$ cat src/rtl/eprom_arb_pkg.sv
// Shared types and constants for the two-port EPROM controller arbiter.
package eprom_arb_pkg;

    typedef enum logic [1:0] {
        IDLE  = 2'd0,
        ISSUE = 2'd1,
        WAIT  = 2'd2
    } arb_state_t;

    localparam logic PORT_A = 1'b0;
    localparam logic PORT_B = 1'b1;

    localparam logic OP_WR = 1'b0;
    localparam logic OP_RD = 1'b1;

endpackage

$ cat src/rtl/eprom_arbiter_if.sv
// Requester A/B command ports plus the eprom_controller command port, bundled.
interface eprom_arbiter_if;
    logic        a_wr, a_rd, a_margin;
    logic [31:0] a_data_in;
    logic        a_ack, a_wr_done, a_rd_done, a_err;
    logic [31:0] a_data_out;

    logic        b_wr, b_rd, b_margin;
    logic [31:0] b_data_in;
    logic        b_ack, b_wr_done, b_rd_done, b_err;
    logic [31:0] b_data_out;

    logic        ctl_wr, ctl_rd, ctl_margin;
    logic [31:0] ctl_data_in;
    logic        ctl_ack, ctl_wr_done, ctl_rd_done;
    logic [31:0] ctl_data_out;

    logic        busy;

    // Valid/ready contract: a request level (x_wr/x_rd) is held until x_ack;
    // ctl_wr/ctl_rd are held until ctl_ack; every *_done, *_ack and x_err is a
    // single-cycle pulse, and x_data_out is valid with x_rd_done and held.
    modport slave (
        input  a_wr, a_rd, a_margin, a_data_in,
        output a_ack, a_wr_done, a_rd_done, a_err, a_data_out,
        input  b_wr, b_rd, b_margin, b_data_in,
        output b_ack, b_wr_done, b_rd_done, b_err, b_data_out,
        output ctl_wr, ctl_rd, ctl_margin, ctl_data_in,
        input  ctl_ack, ctl_wr_done, ctl_rd_done, ctl_data_out,
        output busy
    );

    modport master (
        output a_wr, a_rd, a_margin, a_data_in,
        input  a_ack, a_wr_done, a_rd_done, a_err, a_data_out,
        output b_wr, b_rd, b_margin, b_data_in,
        input  b_ack, b_wr_done, b_rd_done, b_err, b_data_out,
        input  ctl_wr, ctl_rd, ctl_margin, ctl_data_in,
        output ctl_ack, ctl_wr_done, ctl_rd_done, ctl_data_out,
        input  busy
    );
endinterface

$ cat src/rtl/eprom_arbiter_rr_arb2.sv
// Two-request round-robin: combinational grant, registered last-served port.
module rr_arb2
    import eprom_arb_pkg::*;
(
    input  logic clk,
    input  logic rst,
    input  logic i_req_a,
    input  logic i_req_b,
    input  logic i_update,
    input  logic i_upd_port,
    output logic o_any,
    output logic o_gnt
);
    logic r_rr_last;

    // Reset to B so that A wins the very first tie.
    always_ff @(posedge clk or posedge rst) begin
        if (rst)
            r_rr_last <= PORT_B;
        else if (i_update)
            r_rr_last <= i_upd_port;
    end

    always_comb begin
        o_any = i_req_a | i_req_b;
        o_gnt = PORT_B;
        if (i_req_a && i_req_b)
            o_gnt = ~r_rr_last;
        else if (i_req_a)
            o_gnt = PORT_A;
    end
endmodule

$ cat src/rtl/eprom_arbiter.sv
// Shares one eprom_controller between an auto-loader (A) and the I2C FSM (B):
// round-robin grant, one transaction in flight, watchdog abort.
module eprom_arbiter
    import eprom_arb_pkg::*;
#(
    parameter int TIMEOUT_CYCLES = 4096,
    parameter int TO_W           = 13
) (
    input  logic           clk,
    input  logic           rst,
    eprom_arbiter_if.slave bus,
    output arb_state_t     o_dbg_state
);
    localparam logic [TO_W-1:0] TO_LIMIT = TO_W'(TIMEOUT_CYCLES - 1);

    arb_state_t      r_state, w_next_state;
    logic            r_gnt, r_op, r_margin;
    logic [31:0]     r_data;
    logic [TO_W-1:0] r_cnt;
    logic            r_mask_a, r_mask_b;
    logic            r_a_ack, r_a_wr_done, r_a_rd_done, r_a_err;
    logic            r_b_ack, r_b_wr_done, r_b_rd_done, r_b_err;
    logic [31:0]     r_a_data_out, r_b_data_out;

    logic            w_raw_a, w_raw_b, w_req_a, w_req_b, w_any, w_gnt;
    logic            w_sel_wr, w_sel_margin;
    logic [31:0]     w_sel_data;
    logic            w_done_match, w_ack_evt, w_done_evt, w_to_evt, w_cnt_exp;
    logic            w_ctl_wr, w_ctl_rd, w_ctl_margin, w_busy;
    logic [31:0]     w_ctl_data;

    assign w_raw_a = bus.a_wr | bus.a_rd;
    assign w_raw_b = bus.b_wr | bus.b_rd;
    // A port that was just acked stays masked until it drops its request.
    assign w_req_a = w_raw_a & ~r_mask_a;
    assign w_req_b = w_raw_b & ~r_mask_b;

    rr_arb2 u_rr (
        .clk        (clk),
        .rst        (rst),
        .i_req_a    (w_req_a),
        .i_req_b    (w_req_b),
        .i_update   (w_ack_evt | w_to_evt),
        .i_upd_port (r_gnt),
        .o_any      (w_any),
        .o_gnt      (w_gnt)
    );

    assign w_sel_wr     = (w_gnt == PORT_A) ? bus.a_wr      : bus.b_wr;
    assign w_sel_data   = (w_gnt == PORT_A) ? bus.a_data_in : bus.b_data_in;
    assign w_sel_margin = (w_gnt == PORT_A) ? bus.a_margin  : bus.b_margin;

    assign w_cnt_exp    = (r_cnt >= TO_LIMIT);
    assign w_done_match = (r_op == OP_WR) ? bus.ctl_wr_done : bus.ctl_rd_done;
    assign w_ack_evt    = (r_state == ISSUE) && bus.ctl_ack;
    assign w_done_evt   = (r_state == WAIT) && w_done_match;
    assign w_to_evt     = w_cnt_exp && (((r_state == ISSUE) && !bus.ctl_ack) ||
                                        ((r_state == WAIT) && !w_done_match));

    always_ff @(posedge clk or posedge rst) begin
        if (rst)
            r_state <= IDLE;
        else
            r_state <= w_next_state;
    end

    always_comb begin
        w_next_state = r_state;
        case (r_state)
            IDLE:    if (w_any) w_next_state = ISSUE;
            ISSUE:   if (w_ack_evt) w_next_state = WAIT;
                     else if (w_to_evt) w_next_state = IDLE;
            WAIT:    if (w_done_evt || w_to_evt) w_next_state = IDLE;
            default: w_next_state = IDLE;
        endcase
    end

    always_comb begin
        w_ctl_wr     = (r_state == ISSUE) && (r_op == OP_WR);
        w_ctl_rd     = (r_state == ISSUE) && (r_op == OP_RD);
        w_ctl_margin = (r_state == ISSUE) && r_margin;
        w_ctl_data   = (r_state == ISSUE) ? r_data : '0;
        w_busy       = (r_state != IDLE);
    end

    always_ff @(posedge clk or posedge rst) begin
        if (rst) begin
            r_gnt        <= PORT_A;
            r_op         <= OP_WR;
            r_data       <= '0;
            r_margin     <= 1'b0;
            r_cnt        <= '0;
            r_mask_a     <= 1'b0;
            r_mask_b     <= 1'b0;
            r_a_ack      <= 1'b0;
            r_a_wr_done  <= 1'b0;
            r_a_rd_done  <= 1'b0;
            r_a_err      <= 1'b0;
            r_b_ack      <= 1'b0;
            r_b_wr_done  <= 1'b0;
            r_b_rd_done  <= 1'b0;
            r_b_err      <= 1'b0;
            r_a_data_out <= '0;
            r_b_data_out <= '0;
        end else begin
            if (r_state == IDLE && w_any) begin
                r_gnt    <= w_gnt;
                r_op     <= w_sel_wr ? OP_WR : OP_RD;
                r_data   <= w_sel_data;
                r_margin <= w_sel_margin;
            end
            // Held at zero while idle, so it starts from zero on entry to ISSUE.
            if (r_state == IDLE)
                r_cnt <= '0;
            else
                r_cnt <= r_cnt + 1'b1;

            if (w_ack_evt && r_gnt == PORT_A) r_mask_a <= 1'b1;
            else if (!w_raw_a)                r_mask_a <= 1'b0;
            if (w_ack_evt && r_gnt == PORT_B) r_mask_b <= 1'b1;
            else if (!w_raw_b)                r_mask_b <= 1'b0;

            r_a_ack     <= w_ack_evt && (r_gnt == PORT_A);
            r_b_ack     <= w_ack_evt && (r_gnt == PORT_B);
            r_a_wr_done <= w_done_evt && (r_gnt == PORT_A) && (r_op == OP_WR);
            r_b_wr_done <= w_done_evt && (r_gnt == PORT_B) && (r_op == OP_WR);
            r_a_rd_done <= w_done_evt && (r_gnt == PORT_A) && (r_op == OP_RD);
            r_b_rd_done <= w_done_evt && (r_gnt == PORT_B) && (r_op == OP_RD);
            r_a_err     <= w_to_evt && (r_gnt == PORT_A);
            r_b_err     <= w_to_evt && (r_gnt == PORT_B);

            if (w_done_evt && r_op == OP_RD && r_gnt == PORT_A) r_a_data_out <= bus.ctl_data_out;
            if (w_done_evt && r_op == OP_RD && r_gnt == PORT_B) r_b_data_out <= bus.ctl_data_out;
        end
    end

    assign bus.ctl_wr      = w_ctl_wr;
    assign bus.ctl_rd      = w_ctl_rd;
    assign bus.ctl_margin  = w_ctl_margin;
    assign bus.ctl_data_in = w_ctl_data;
    assign bus.busy        = w_busy;
    assign bus.a_ack       = r_a_ack;
    assign bus.a_wr_done   = r_a_wr_done;
    assign bus.a_rd_done   = r_a_rd_done;
    assign bus.a_err       = r_a_err;
    assign bus.a_data_out  = r_a_data_out;
    assign bus.b_ack       = r_b_ack;
    assign bus.b_wr_done   = r_b_wr_done;
    assign bus.b_rd_done   = r_b_rd_done;
    assign bus.b_err       = r_b_err;
    assign bus.b_data_out  = r_b_data_out;
    assign o_dbg_state     = r_state;
endmodule
$ cat src/flat_wrapper.sv
// flat-port wrapper written by rule: the top's interface ports become plain ports
module eprom_arbiter_flat import eprom_arb_pkg::*;
#(
    parameter int TIMEOUT_CYCLES = 4096,
    parameter int TO_W           = 13
)
  (clk, rst, o_dbg_state, bus_a_wr, bus_a_rd, bus_a_margin, bus_a_data_in, bus_a_ack, bus_a_wr_done, bus_a_rd_done, bus_a_err, bus_a_data_out, bus_b_wr, bus_b_rd, bus_b_margin, bus_b_data_in, bus_b_ack, bus_b_wr_done, bus_b_rd_done, bus_b_err, bus_b_data_out, bus_ctl_wr, bus_ctl_rd, bus_ctl_margin, bus_ctl_data_in, bus_ctl_ack, bus_ctl_wr_done, bus_ctl_rd_done, bus_ctl_data_out, bus_busy);
  eprom_arbiter_if bus_i ();
  input  logic clk;
  input  logic rst;
  output arb_state_t o_dbg_state;
  input wire logic [$bits(bus_i.a_wr)-1:0] bus_a_wr;
  input wire logic [$bits(bus_i.a_rd)-1:0] bus_a_rd;
  input wire logic [$bits(bus_i.a_margin)-1:0] bus_a_margin;
  input wire logic [$bits(bus_i.a_data_in)-1:0] bus_a_data_in;
  output wire logic [$bits(bus_i.a_ack)-1:0] bus_a_ack;
  output wire logic [$bits(bus_i.a_wr_done)-1:0] bus_a_wr_done;
  output wire logic [$bits(bus_i.a_rd_done)-1:0] bus_a_rd_done;
  output wire logic [$bits(bus_i.a_err)-1:0] bus_a_err;
  output wire logic [$bits(bus_i.a_data_out)-1:0] bus_a_data_out;
  input wire logic [$bits(bus_i.b_wr)-1:0] bus_b_wr;
  input wire logic [$bits(bus_i.b_rd)-1:0] bus_b_rd;
  input wire logic [$bits(bus_i.b_margin)-1:0] bus_b_margin;
  input wire logic [$bits(bus_i.b_data_in)-1:0] bus_b_data_in;
  output wire logic [$bits(bus_i.b_ack)-1:0] bus_b_ack;
  output wire logic [$bits(bus_i.b_wr_done)-1:0] bus_b_wr_done;
  output wire logic [$bits(bus_i.b_rd_done)-1:0] bus_b_rd_done;
  output wire logic [$bits(bus_i.b_err)-1:0] bus_b_err;
  output wire logic [$bits(bus_i.b_data_out)-1:0] bus_b_data_out;
  output wire logic [$bits(bus_i.ctl_wr)-1:0] bus_ctl_wr;
  output wire logic [$bits(bus_i.ctl_rd)-1:0] bus_ctl_rd;
  output wire logic [$bits(bus_i.ctl_margin)-1:0] bus_ctl_margin;
  output wire logic [$bits(bus_i.ctl_data_in)-1:0] bus_ctl_data_in;
  input wire logic [$bits(bus_i.ctl_ack)-1:0] bus_ctl_ack;
  input wire logic [$bits(bus_i.ctl_wr_done)-1:0] bus_ctl_wr_done;
  input wire logic [$bits(bus_i.ctl_rd_done)-1:0] bus_ctl_rd_done;
  input wire logic [$bits(bus_i.ctl_data_out)-1:0] bus_ctl_data_out;
  output wire logic [$bits(bus_i.busy)-1:0] bus_busy;
  assign bus_i.a_wr = bus_a_wr;
  assign bus_i.a_rd = bus_a_rd;
  assign bus_i.a_margin = bus_a_margin;
  assign bus_i.a_data_in = bus_a_data_in;
  assign bus_a_ack = bus_i.a_ack;
  assign bus_a_wr_done = bus_i.a_wr_done;
  assign bus_a_rd_done = bus_i.a_rd_done;
  assign bus_a_err = bus_i.a_err;
  assign bus_a_data_out = bus_i.a_data_out;
  assign bus_i.b_wr = bus_b_wr;
  assign bus_i.b_rd = bus_b_rd;
  assign bus_i.b_margin = bus_b_margin;
  assign bus_i.b_data_in = bus_b_data_in;
  assign bus_b_ack = bus_i.b_ack;
  assign bus_b_wr_done = bus_i.b_wr_done;
  assign bus_b_rd_done = bus_i.b_rd_done;
  assign bus_b_err = bus_i.b_err;
  assign bus_b_data_out = bus_i.b_data_out;
  assign bus_ctl_wr = bus_i.ctl_wr;
  assign bus_ctl_rd = bus_i.ctl_rd;
  assign bus_ctl_margin = bus_i.ctl_margin;
  assign bus_ctl_data_in = bus_i.ctl_data_in;
  assign bus_i.ctl_ack = bus_ctl_ack;
  assign bus_i.ctl_wr_done = bus_ctl_wr_done;
  assign bus_i.ctl_rd_done = bus_ctl_rd_done;
  assign bus_i.ctl_data_out = bus_ctl_data_out;
  assign bus_busy = bus_i.busy;
  eprom_arbiter #(.TIMEOUT_CYCLES(TIMEOUT_CYCLES), .TO_W(TO_W)) u_core (.clk(clk), .rst(rst), .bus(bus_i), .o_dbg_state(o_dbg_state));
endmodule
$ cat config.mk
export PLATFORM = sky130hd
export DESIGN_NAME = eprom_arbiter_flat
export DESIGN_NICKNAME = d
export VERILOG_FILES = /design/src/rtl/eprom_arb_pkg.sv /design/src/rtl/eprom_arbiter_if.sv /design/src/rtl/eprom_arbiter_rr_arb2.sv /design/src/rtl/eprom_arbiter.sv /design/src/flat_wrapper.sv
export SDC_FILE = /design/constraint.sdc
export NUM_CORES = 1
export LEC_CHECK = 0
export CORE_MARGIN = 1
export CORE_UTILIZATION = 35
export CTS_CLUSTER_SIZE = 30
export DETAILED_ROUTE_END_ITERATION = 6
export GPL_TIMING_DRIVEN = 0
export PLACE_DENSITY = 0.65
export REMOVE_ABC_BUFFERS = 1
export SYNTH_ARGS = -nofsm -noshare
export SYNTH_HDL_FRONTEND = slang
export SYNTH_SLANG_ARGS = --single-unit
$ cat constraint.sdc
create_clock -name clk -period 13.3 [get_ports clk]
set_clock_uncertainty 0.2 [all_clocks]
set_input_delay 3.325 -clock clk [delete_from_list [all_inputs] [get_ports clk]]
set_output_delay 3.325 -clock clk [all_outputs]
set_load 0.01 [all_outputs]
==> results of run 1 <==
-- sequential cells by signal (all words and copies together), names as in the netlist, 2 cells and up --
register	count
u_core.bus.b_data_out	32
u_core.o_dbg_state	2
u_core.r_cnt	13
u_core.bus.a_data_out	32
u_core.r_data	32
-- worst max-delay path, cell delays in order (launching register included) --
cell and delay (ns):
dfrtp_1 0.39, nor2b_2 0.64, buf_16 0.23, and2_1 0.14, clkdlybuf4s50_1 0.56
-- power by group --
group / switching (mW) / internal [mW] / total (mW)
logic: 0.371 / 0.496 / 0.867
clock network: 0.159 / 0.278 / 0.436
registers: 0.0895 / 0.544 / 0.633
total: 0.619 / 1.32 / 1.94
-- path summary, 6_finish.rpt --
kind / startpoint / end / slack (ns) / cells after the start
min reg2reg: u_core.bus.a_data_out[2] / u_core.bus.a_data_out[2] / 0.30 / 1
min in group asynchronous: rst / u_core.bus.b_data_out[28] / 3.14 / 2
min: u_core.bus.a_data_out[2] / u_core.bus.a_data_out[2] / 0.30 / 1
max reg2reg: u_core.o_dbg_state[1] / u_core.r_data[5] / 10.57 / 6
max in group asynchronous: rst / u_core.u_rr.r_rr_last / 9.00 / 3
max: u_core.o_dbg_state[0] / bus_ctl_data_in[16] / 7.40 / 4
-- synth_stat cells (all sizes together) --
cell type,count,area (um^2)
a21oi,37,189
nor2,48,180
clkbuf,9,33.8
dfrtp,124,3100
o41ai,1,27.5
nand4,3,33.8
nand3,6,30.0
inv,7,26.3
nor3,3,20.0
buf,14,75.1
nor4,4,25.0
ha,1,12.5
and3,2,13.8
o21bai,4,30.0
nand2,8,30.0
a32o,1,10.0
o21ai,6,30.0
mux2i,34,340
xnor2,7,61.3
nor2b,3,18.8
mux2,67,758
or3,2,13.8
dfstp,1,26.3
and2,35,219
a21boi,1,11.3
xor2,2,17.5
nand2b,3,18.8
-- final cells by class --
type | instances | area, um^2 | share of cell area
sequential | 125 | 3130 | 0.374
timing repair buffer | 223 | 2300 | 0.275
multi-input combinational | 278 | 2120 | 0.253
clock buffer | 23 | 498 | 0.0595
tap | 184 | 230 | 0.0275
clock inverter | 6 | 61.3 | 0.00732
inverter | 7 | 31.3 | 0.00374
-- cell families (layout without fill, tap and decap cells) --
group	count (synthesis)	count (layout)	share of synthesized area
flip-flops	125	125	0.584
AND/OR/NAND/NOR	117	117	0.113
buffers and inverters	30	259	0.0252
adder cells (fa/ha/maj)	1	1	0.00234
AO/OA/AOI/OAI	50	50	0.0556
XOR/XNOR	9	9	0.0147
multiplexers	101	101	0.205
-- stage by stage --
step | cells | instance area (um^2)
floorplan | 410 | 5250
global placement | 810 | 7640
detailed placement | 817 | 7810
CTS | 846 | 8370
global route | 846 | 8370
finish | 846 | 8370
-- metal layers --
metal	track usage	wire length (um)	part of all wire	up-vias
met5	0	0	0	-
met3	0.0489	695	0.051	20
met1	0.208	5390	0.40	1994
met2	0.326	7160	0.53	110
met4	0.0911	376	0.028	0
li1	-	-	-	1923
==> summary.md, run 1 <==
| Metric | Value |
|---|---|
| Status | finished clean |
| Commonest non-fill, non-tap cell in the layout | clkdlybuf4s50_1 |
| Initial antenna violation count | 0 |
| Hold Fails Final Rpt | 0 |
| DR pass1 iterations | 4 |
| Initial DRC count | 144 |
| RSZ-0062 raised after global routing | false |
| Grt total ovfl | 0 |
| Synth Register Bits | 125 |
| Cell variety after synth | 34 |
| Total Neg Setup Slack | 0 ns |
| # H-tree levels | 4 |
| DRC Markers | 0 |
| Core area | 14800 um^2 |
| PnR worst setup slack | 7.40 ns |
| PD cells | 231 nW/um^2 |
| CTS tree | done |
| Total Routing Usage GR | 0.185 |
| Number of global-route vias before repair | 4346 |
| Die area | 15800 um^2 |
| Period utilization | 0.443 |
| CP Launch Type | flip-flop |
| Root Driver | clkbuf_16 |
| CP required | 9.77 ns |
| Routed wire length per instance | 16.1 um |
| Max_cap viols | 0 |
| Hold slack | 0.299 ns |
| First-pass GRT wire length | 22400 um |
| Dpl ws | 7.66 ns |
| Final wirelength | 13600 um |
| PostCTS Resize Cnt | 0 |
| Worst-path clk slew | 0.05 ns |
| Die W | 126 um |
| Crit end category | primary output |
| Slew Viols, Final | 0 |
| Detailed-route via count | 4047 |
| Mapped cell area | 5360 um^2 |
| Worst IR Drop VDD | 0.111 mV |
| Final GP Congestion | 0.761 |
| Syn-to-layout area delta | 56.3% |
| Rel. slew slack | 0.434 |
| WP data arrival | 2.37 ns |
| # fillers | 1266 |
| Hold_buf cts | 0 |
| Max Root-Sink Buffers | 2 |
| Proportion of layout cells with a drive suffix above 1 | 0.171 |
| Post-CTS Setup Inserts | 0 |
| Antenna cells | 0 |
| Cts bufs inserted | 17 |
| Clk sinks | 125 |
| Pwr Total | 1.94 mW |
| Fmax | 170 MHz |
| Post-Route Utilization | 0.567 |
| Later-pin clock latency in the skew report | 0.41 ns |
| Worst min-delay path class | flip-flop to flip-flop |
| Syn_area_per_cell | 12.4 um^2 |
| Final ANT Viol Nets | 0 |
| Worst Tran Pin Value | 0.846 ns |
| Largest net degree at the start of global routing | 72 |
| Starting Density | 0.363 |
| Count of final setup violators | 0 |
| Buffers on Ports | 216 |
| Hpwl dp | 10000 um |
| Cells after synthesis | 433 |
| Post-layout net count | 760 |
| Io pins | 217 |
| Tmin final | 5.90 ns |
| Most frequent cells in the layout | 216 x clkdlybuf4s50_1, 124 x dfrtp_1, 66 x mux2_2 |
| Maximum fanout along the worst path | 23 |
| Yosys Warn Count | 0 |
| Die Ht | 126 um |
| Site Rows | 44 |
| Pleak | 3.67 nW |
| WS Path Type | flip-flop to primary output |
| Vias per cell | 4.78 |
| Register area share after synthesis | 0.584 |
Power figures use the tool's default switching activity.
==> run 2, diff against run 1 <==
--- a/config.mk
+++ b/config.mk
@@ -10,7 +10,7 @@
 export CTS_CLUSTER_SIZE = 30
 export DETAILED_ROUTE_END_ITERATION = 6
 export GPL_TIMING_DRIVEN = 0
-export PLACE_DENSITY = 0.65
+export PLACE_DENSITY = 0.68
 export REMOVE_ABC_BUFFERS = 1
 export SYNTH_ARGS = -nofsm -noshare
 export SYNTH_HDL_FRONTEND = slang
==> constraint.sdc (replaced) <==
create_clock -name clk -period 4.9 [get_ports clk]
set_clock_uncertainty 0.2 [all_clocks]
set_input_delay 1.225 -clock clk [delete_from_list [all_inputs] [get_ports clk]]
set_output_delay 1.225 -clock clk [all_outputs]
set_load 0.01 [all_outputs]
==> run 2 against run 1 <==
Global-route usage up 0.16 points. Sequential power rose to 2.7 times the previous value. Register-to-register slack worse by 8.5 ns. Clock power rose to 3.1 times the previous value. Clock-buffer cell count down 3. Critical path depth did not move. Combinational power grew to 2.7 times the previous value. Highest routed layer unchanged. Largest cell class unchanged. Wire length increased by 1.8%. Cell count rose by 0.47%. Sequential cell count unchanged. Worst setup slack lost 6.3 ns.
==> summary.md, run 2 (synthesis gave the netlist of run 1 again) <==
| Metric | Value |
|---|---|
| Status | finished clean |
| Clk sinks | 125 (unchanged) |
| Die Ht | 126 um (unchanged) |
| Pwr Total | 5.44 mW (+180%) |
| Io pins | 217 (unchanged) |
| Slew Viols, Final | 0 (unchanged) |
| Crit end category | primary output |
| Total Routing Usage GR | 0.187 (+0.00161) |
| Family with the most delay on the worst path | buffers and inverters |
| Site Rows | 44 (unchanged) |
| PD cells | 641 nW/um^2 (+180%) |
| Final wirelength | 13900 um (+1.8%) |
| Die W | 126 um (unchanged) |
| Hold Fails Final Rpt | 0 (unchanged) |
| Die area | 15800 um^2 (unchanged) |
| Starting Density | 0.363 (unchanged) |
| Post-Route Utilization | 0.575 (+0.00814) |
| Fmax | 260 MHz |
| Worst Tran Pin Value | 0.855 ns (+0.00919 ns) |
| Proportion of layout cells with a drive suffix above 1 | 0.176 (+0.00498) |
| Vias per cell | 4.77 (-0.22%) |
| Worst path depth | 4 (unchanged) |
| Core area | 14800 um^2 (unchanged) |
| Internal power | 3.71 mW (+180%) |
| Worst min-delay path class | flip-flop to flip-flop |
| Hold path cells | 1 (unchanged) |
| Root Driver | clkbuf_16 |
| Hold slack | 0.304 ns (+0.00481 ns) |
| Routed wire length per instance | 16.3 um (+1.3%) |
| Initial DRC count | 174 (+21%) |
| Detailed-route via count | 4057 (+0.25%) |
| Final instance area | 8490 um^2 (+1.4%) |
| CTS tree | done |
| Max stage delay cell, worst path | nor2b_2 |
| Period utilization | 0.784 |
| Delay of the slowest critical-path stage | 0.63 ns (about the same) |
| Grt total ovfl | 0 (unchanged) |
| Worst IR Drop VDD | 0.316 mV (+190%) |
| Total Neg Setup Slack | 0 ns (unchanged) |
| First-pass GRT wire length | 22700 um (+1.4%) |
| Clk pwr share | 0.249 (+0.024) |
| Final GP Congestion | 0.763 (+0.24%) |
| Cells along the critical path | nor2b_2 -> buf_16 -> and2_1 -> clkdlybuf4s50_1 |
| Syn-to-layout area delta | 58.6% |
| Tmin final | 3.84 ns |
| Final ANT Viol Nets | 0 (unchanged) |
| PostCTS Resize Cnt | 0 (unchanged) |
| Number of global-route vias before repair | 4369 (+0.53%) |
| Max_cap viols | 0 (unchanged) |
| CP Launch Type | flip-flop |
| CP bufs+invs | 2 (unchanged) |
| Later-pin clock latency in the skew report | 0.41 ns (about the same) |
| Largest net degree at the start of global routing | 80 (+11%) |
| Buffers on Ports | 216 (unchanged) |
| DRC Markers | 0 (unchanged) |
| Count of final setup violators | 0 (unchanged) |
| # H-tree levels | 4 (unchanged) |
| Cts bufs inserted | 17 (unchanged) |
| # fillers | 1261 (-0.39%) |
| WS Path Type | flip-flop to primary output |
| Pleak | 3.71 nW (+1.2%) |
| DR pass1 iterations | 4 (unchanged) |
| Post-layout net count | 761 (+0.13%) |
| Worst-path clk slew | 0.06 ns (about the same) |
| Post-CTS Setup Inserts | 0 (unchanged) |
| Switching Power | 1.73 mW (+180%) |
| DP Area | 7850 um^2 (+0.51%) |
| Maximum fanout along the worst path | 25 (+8.7%) |
| Hold_buf cts | 0 (unchanged) |
| Most frequent cells in the layout | 216 x clkdlybuf4s50_1, 124 x dfrtp_1, 66 x mux2_2 |
| Sw Share | 0.318 (-0.00135) |
| CP required | 3.47 ns (-6.30 ns) |
| Rel. slew slack | 0.428 (-0.00640) |
| WP data arrival | 2.41 ns (+0.04 ns) |
| RSZ-0062 raised after global routing | false |
| Worst reg-to-reg path cell count | 6 (unchanged) |
| Hpwl dp | 10200 um (+2.5%) |
| Comb power frac | 0.434 (-0.014) |
| Initial antenna violation count | 0 (unchanged) |
| Sequential power share | 0.317 (-0.010) |
| Max Root-Sink Buffers | 2 (unchanged) |
| Commonest non-fill, non-tap cell in the layout | clkdlybuf4s50_1 |
| Antenna cells | 0 (unchanged) |
==> run 2: cell count changes in the layout (fill, tap and decap cells not counted) <==
cell        delta
clkinv_2       -2
buf_16         +2
buf_8          -1
bufinv_16      +3
clkbuf_8       -3
inv_6          +3
clkinvlp_4     +2
==> run 2: final timing paths <==
check	slack (ns)	end	start
worst max-delay path	1.06	bus_ctl_data_in[1]	u_core.o_dbg_state[1]
worst min-delay path	0.30	u_core.bus.b_data_out[4]	u_core.bus.b_data_out[4]
worst max register to register	2.10	u_core.r_data[0]	u_core.o_dbg_state[1]
worst min register to register	0.30	u_core.bus.b_data_out[4]	u_core.bus.b_data_out[4]
max in group asynchronous	2.72	u_core.u_rr.r_rr_last	rst
min in group asynchronous	1.02	u_core.bus.a_data_out[2]	rst
==> run 2: cell type report <==
class / count / area [um^2] / area share
Clock buffer: 20 / 457 / 0.0538
Clock inverter: 12 / 183 / 0.0215
Inverter: 7 / 31.3 / 0.00368
Multi-Input combinational cell: 278 / 2120 / 0.249
Sequential cell: 125 / 3130 / 0.369
Tap cell: 184 / 230 / 0.0271
Timing Repair Buffer: 224 / 2340 / 0.276
==> run 2: routing by layer <==
metal  part of all wire  global-route usage  up-vias
met3              0.048              0.0506       22
met2               0.52               0.331      111
met5                  0                   0        -
met4              0.025              0.0775        0
met1               0.40               0.212     1998
li1                   -                   -     1926
==> run 2: per-stage QoR <==
stage                     worst slack (ns)  cells
after floorplan                      0.149    410
after global placement               -1.52    810
after detailed placement              1.47    818
after CTS                             1.02    850
after global routing                 0.947    850
final                                 1.06    850
==> run 2: power groups by stage <==
stage / Combinational [mW] / Sequential (mW) / Clock, mW
floorplan: 1.02 / 1.82 / 0
global route: 2.54 / 1.78 / 1.43
finish: 2.36 / 1.72 / 1.36
global placement: 2.31 / 1.70 / 0
detailed placement: 2.39 / 1.73 / 0
CTS: 2.40 / 1.73 / 1.38
